==> src/rtl/flag_pc_unit.sv <==
// Program counter with ALU flag register and branch resolution.
// Define FLAG_BYPASS_EN to resolve branches on same-cycle ALU flags.
module flag_pc_unit #(
  parameter int          PC_W       = 10,
  parameter int unsigned START_ADDR = 0
) (
  input  logic            clk,
  input  logic            reset_n,
  input  logic            start,
  input  logic            stall,
  input  logic            halt_req,
  input  logic            flag_we,
  input  logic            sc_i,
  input  logic            zero_i,
  input  logic            pari_i,
  input  logic            br_en,
  input  logic [1:0]      br_cond,
  input  logic            br_rel,
  input  logic [PC_W-1:0] br_target,
  output logic [PC_W-1:0] pc_o,
  output logic            carry_o,
  output logic            zero_o,
  output logic            pari_o,
  output logic            taken_o,
  output logic            done_o
);

  typedef enum logic [1:0] {
    IDLE,
    RUN,
    HALT
  } state_t;

  state_t          state_q, state_d;
  logic [PC_W-1:0] pc_q, pc_d;
  logic            c_q, c_d;
  logic            z_q, z_d;
  logic            p_q, p_d;
  logic            tk_q, tk_d;
  logic            c_eff, z_eff;
  logic            cond_ok;

`ifdef FLAG_BYPASS_EN
  assign c_eff = flag_we ? sc_i   : c_q;
  assign z_eff = flag_we ? zero_i : z_q;
`else
  assign c_eff = c_q;
  assign z_eff = z_q;
`endif

  always_comb begin
    cond_ok = 1'b0;
    unique case (br_cond)
      2'b00: cond_ok = 1'b1;
      2'b01: cond_ok = z_eff;
      2'b10: cond_ok = ~z_eff;
      2'b11: cond_ok = c_eff;
      default: cond_ok = 1'b0;
    endcase
  end

  // stall freezes everything, including taken_o
  always_comb begin
    state_d = state_q;
    pc_d    = pc_q;
    c_d     = c_q;
    z_d     = z_q;
    p_d     = p_q;
    tk_d    = tk_q;
    if (!stall) begin
      tk_d = 1'b0;
      unique case (state_q)
        IDLE, HALT: begin
          if (start) begin
            pc_d    = PC_W'(START_ADDR);
            state_d = RUN;
          end
        end
        RUN: begin
          if (flag_we) begin
            c_d = sc_i;
            z_d = zero_i;
            p_d = pari_i;
          end
          if (halt_req) begin
            state_d = HALT;
          end else if (br_en && cond_ok) begin
            pc_d = br_rel ? pc_q + br_target
                          : br_target;
            tk_d = 1'b1;
          end else begin
            pc_d = pc_q + 1'b1;
          end
        end
        default: state_d = IDLE;
      endcase
    end
  end

  always_ff @(posedge clk or negedge reset_n) begin
    if (!reset_n) begin
      state_q <= IDLE;
      pc_q    <= '0;
      c_q     <= 1'b0;
      z_q     <= 1'b0;
      p_q     <= 1'b0;
      tk_q    <= 1'b0;
    end else begin
      state_q <= state_d;
      pc_q    <= pc_d;
      c_q     <= c_d;
      z_q     <= z_d;
      p_q     <= p_d;
      tk_q    <= tk_d;
    end
  end

  assign pc_o    = pc_q;
  assign carry_o = c_q;
  assign zero_o  = z_q;
  assign pari_o  = p_q;
  assign taken_o = tk_q;
  assign done_o  = (state_q == HALT);

endmodule

==> config.mk <==
export PLATFORM = sky130hd
export DESIGN_NAME = flag_pc_unit
export DESIGN_NICKNAME = d
export VERILOG_FILES = /design/src/rtl/flag_pc_unit.sv
export SDC_FILE = /design/constraint.sdc
export NUM_CORES = 1
export LEC_CHECK = 0
export CAP_MARGIN = 5
export CORE_UTILIZATION = 53
export CTS_CLUSTER_DIAMETER = 120
export DETAILED_ROUTE_END_ITERATION = 10
export MAX_ROUTING_LAYER = met4
export PLACE_DENSITY = 0.87
export SLEW_MARGIN = 15
export SYNTH_ARGS = -nofsm -noshare
export SYNTH_HDL_FRONTEND = slang
export SYNTH_SLANG_ARGS = --single-unit
==> constraint.sdc <==
create_clock -name clk -period 3.3 [get_ports clk]
set_input_delay 0.33 -clock clk [delete_from_list [all_inputs] [get_ports clk]]
set_output_delay 0.33 -clock clk [all_outputs]
set_load 0.03 [all_outputs]
# --- Word level (Yosys, flattened, before mapping) ---
# Cells that the tools add are included.
word_totals:
  register_bits: 16
  in_bits: 23
  out_inout_bits: 15
op_classes:
  add_sub_neg: 2
  n_eq_ne: 8
  n_mux: 12
  n_bitwise: 2
  reduce_logical: 8
ops:
  columns: ["operator", "n"]
  rows:
  - ["$mux 10", 4]
  - ["$pmux 10 s2", 1]
  - ["$add 10x1->10 const B", 1]
  - ["$add 10x10->10", 1]
  - ["$eq 2x2->1 const B", 3]
  - ["$ne 2x2->1 const B", 3]
  - ["$reduce_and 3->1", 2]
  - ["$eq 2x1->1 const B", 2]
  - ["$logic_not 2->1", 2]
  - ["$mux 2", 2]
  - ["$pmux 1 s4", 1]
  - ["$pmux 2 s2", 1]
  - ["$reduce_and 4->1", 1]
  - ["$mux 1", 3]
  - ["$not 1->1", 2]
  - ["$reduce_bool 2->1", 1]
  - ["$reduce_or 2->1", 1]
  - ["$logic_and 1x1->1", 1]

# --- Depth between registers and ports, before layout ---
logic_depth:
  word_depth: 6
  mapped_depth: 9
  mapped_depth_nobuf: 9

# --- Worst setup path before layout ---
# No wires, ideal clock.
synth_timing:
  kind: "register to register"
  from: "reg pc_q[0], in the netlist pc_o[0]"
  to: "reg pc_q[8], in the netlist pc_o[8]"
  setup_ns: 0.128
  t_arrival_ns: 2.159
  setup_slack_ns: 1.014
  path_stages_with_launch: 10
  period_less_slack_ns: 2.286
  path_cell_list: "dfrtp_1 -> ha_1 -> inv_1 -> fa_1 -> nor2b_1 -> o31a_2 -> o41ai_2 -> mux2_1 -> nand3_1 -> o211ai_2"
synth_between:
  elab_chain_cells: 5
synth_lines:
  columns: ["element", "line_no", "source"]
  rows:
  - ["from (decl)", "35", "logic [PC_W-1:0] pc_q, pc_d;"]
  - ["from (signal assigned)", "110", "pc_q <= pc_d;"]
  - ["$add 10x10->10", "88", "pc_d = br_rel ? pc_q + br_target"]
  - ["$mux 10", "88", null]
  - ["$mux 10 *", "87", "end else if (br_en && cond_ok) begin"]
  - ["$mux 10 *", "85", "if (halt_req) begin"]
  - ["$pmux 10 s2 *", "72", "unique case (state_q)"]
# Mark *: on every way between the ends. The rest lies on a longest branch, timed or not. The select of a mux whose other input is x is not followed.
# A chain may end at the register's enable or synchronous reset.

# --- Final worst setup path ---
# Same ends and word-level chain as after synthesis.

==> results.yml <==
status:
  result_of_the_run: "finished clean"
logic_synthesis:
  postSynthRegisterBits: 16
  synth_async_reset_ratio: 1.000
  yosys-top-cells-count: "o21ai_0, nand2_1, dfrtp_1"
  syn_inst: 179
  number_of_library_cell_types_mapped_by_synthesis: 49
  number_of_warnings_issued_by_yosys: 0
  synth_edf_count: 0
  ys.flop_type: "dfrtp_1"
  synth.most_common_cell: "o21ai_0"
  mappedNetlistArea_mm2: 0.001471
  avgSynthCellArea_um2: 8.220
  share_of_the_synthesized_area_in_the_top_cell_type: 0.2721
  synth_top_cell_by_area: "dfrtp_1"
  mappedNetlistNets: 213
  synth_seq_area_share: 0.2721
  synth_top_cells_by_area: "dfrtp_1, ha_1, o21ai_0"
sta:
  slew-limit-headroom: 0.4950
  post-route-worst-setup-slack_ns: 0.9535
  fin_setup_tns_ns: 0
  timing.final.crit_period_ns: 2.347
  maxClockFrequency_ghz: 0.4262
  finalSetupViolations: 0
  hold_viol_final: 0
  worstMarginPinSlew_ns: 0.7552
  fin_crit_sh: 0.7111
  clock-skew-final_ns: 0.001186
  setup_repair_after_global_routing_missed_its_margin: "false"
  final_max_slew_viol_count: 0
floorplan:
  coreArea_mm2: 0.002545
  chipHeight_um: 54.69
  initial_core_util: 0.5782
  rows: 18
  ioPinCount: 38
  dieArea_mm2: 0.002991
  dieWidth_um: 54.69
clock_tree:
  clock_tree_from_tritoncts: "built"
  clk_path_buf_depth: 2
  clock_tree_root_buffer_cell: "clkbuf_4"
  cts_repair_resize_count: 0
  clk-insertion-delay-late_ns: 0.29
  cts_num_sinks: 16
  cts_post_setup_buffers_inserted: 0
  cts-buffers-inserted: 3
  postCtsHoldBufs: 0
  clk_transition_reported_paths_ns: 0.10
  cts-htree-levels: 1
global_route:
  grt_pass1_vias: 1419
  global_route_wire_length_before_repair_um: 6154
  globalRouteOverflowTotal: 0
  antenna_found_initial: 0
  grtUsageTotal: 0.2980
  grt_start_max_net_pins: 22
critical_path:
  setup.reg_to_reg.worst_slack_ns: 0.95
  setup.worst_path.class: "flop to flop"
  r2r.worst_path.cells: 9
  cp-startpoint: "pc_o[0]$_DFFE_PN0P_"
  regToRegStartpoint: "pc_o[0]$_DFFE_PN0P_"
  timing.critical_path.from_type: "flop"
  worstPathArrival_ns: 2.52
  critical_path.reg2reg.endpoint: "pc_o[8]$_DFFE_PN0P_"
  critical_path_peak_fanout: 7
  crit_required_ns: 3.48
  worst_setup_path_endpoint: "pc_o[8]$_DFFE_PN0P_"
  worstSetupEndpointType: "flop"
cells_and_area:
  area_growth_syn_to_layout_pct: 29.08
  n_antenna_cell: 0
  fin_util: 0.7463
  drive_gt1_frac: 0.06481
  fillers: 196
  final_nets: 251
drt:
  met3RoutedLength_um: 271
  wirelength_um: 4034
  dr.first_iter.drc_count: 49
  wl_per_cell_um: 16.40
  remaining_design_rule_violation_count: 0
  wirelength_met1_um: 1640
  vias_per_cell: 6.407
  detailroute.wirelength.met2_um: 2103
  first_pass_iters: 5
  via_count: 1576
  dr.max_layer_used: "met4"
  route.antenna.remaining_nets: 0
power:
  seq_power_share: 0.309
  share_clk_of_total_power: 0.129
  p_leak_nw: 0.7942
  combPwrFrac: 0.561
  pwr_density_cell_mw_per_mm2: 539.1
  p_sw_frac: 0.4468
  power.switching_mw: 0.4575
  internal_cell_power_mw: 0.5664
  vdd_ir_drop_max_mv: 0.4884
min_path:
  worst_hold_class: "primary input to asynchronous set/reset pin"
place:
  pre_cts_ws_ns: 0.6646
  place.port_buffers: 37
  routabilityCongestion: 0.8688
  place.detailed.hpwl_um: 2989
flow_run:
  max_cap_viol_count: 0
## flip-flops by register name, summed over array words and instances, names as in the netlist
signal and count:
zero_o 1, state_q 2, pc_o 10, taken_o 1
pari_o 1, carry_o 1
## worst min path at each step
stage          cells after the start                   to                start
2_1_floorplan                      0  carry_o$_DFFE_PN0P_              reset_n
3_3_place_gp                       2  taken_o$_DFFE_PN0N_  taken_o$_DFFE_PN0N_
3_5_place_dp                       2  taken_o$_DFFE_PN0N_  taken_o$_DFFE_PN0N_
4_1_cts                            1   pari_o$_DFFE_PN0P_              reset_n
5_1_grt                            1   pari_o$_DFFE_PN0P_              reset_n
6_report                           1   pari_o$_DFFE_PN0P_              reset_n
## critical path, cell delays in order, from the launching register on
cell and delay, ns:
dfrtp_1 0.47, ha_1 0.27, inv_1 0.10, fa_1 0.22
nor2b_1 0.07, o31a_2 0.32, o41ai_2 0.23, mux2_1 0.38
nand3_1 0.09, o211ai_2 0.09
## layout make-up
cell class,count,area (µm²),share of cell area
Multi-Input combinational cell,149,1013,0.5336
Timing Repair Buffer,38,377.9,0.1989
Tap cell,30,37.54,0.01976
Clock buffer,4,36.28,0.01910
Inverter,9,33.78,0.01779
Sequential cell,16,400.4,0.2108
## routing by layer
| metal | up-vias | GRT usage |
|---|---|---|
| met3 | 4 | 0.06389 |
| met4 | 0 | 0.09402 |
| met1 | 742 | 0.3311 |
| li1 | 749 | - |
| met5 | - | - |
| met2 | 81 | 0.5241 |
## stage by stage
step | hold slack [ns] | instance area [µm²] | power (mW) | cells
2_1_floorplan | 0.03441 | 1471 | 0.6765 | 179
3_3_place_gp | 0.4786 | 1863 | 0.8582 | 242
3_5_place_dp | 0.4869 | 1863 | 0.8830 | 242
4_1_cts | 0.4961 | 1899 | 1.018 | 246
5_1_grt | 0.5218 | 1899 | 1.089 | 246
6_report | 0.4759 | 1899 | 1.024 | 246
## cells in the final DEF (no fill, tap or decap), drive strengths merged, types with 4 or more instances in the layout
cell type	n
inv	9
a21oi	11
mux2i	5
mux2	4
clkdlybuf4s50	37
nand3	10
clkbuf	4
nor2	9
o21ai	24
ha	10
nand2	20
and3	4
dfrtp	16
nor2b	4
## cell families after synthesis
group,after synthesis,share of synthesized area
AND/OR/NAND/NOR,65,0.2253
AO/OA/AOI/OAI,61,0.2823
flip-flops,16,0.2721
buffers and inverters,14,0.03911
adder cells (fa/ha/maj),11,0.09864
multiplexers,9,0.06463
XOR/XNOR,3,0.01786
## power groups by stage
stage	sequential, mW	clock [mW]	combinational [mW]
2_1_floorplan	0.392	0	0.285
3_5_place_dp	0.317	0	0.566
4_1_cts	0.314	0.133	0.570
5_1_grt	0.322	0.145	0.622
6_report	0.317	0.132	0.575
3_3_place_gp	0.310	0	0.548
No activity file was read; power rests on OpenSTA's default activity.
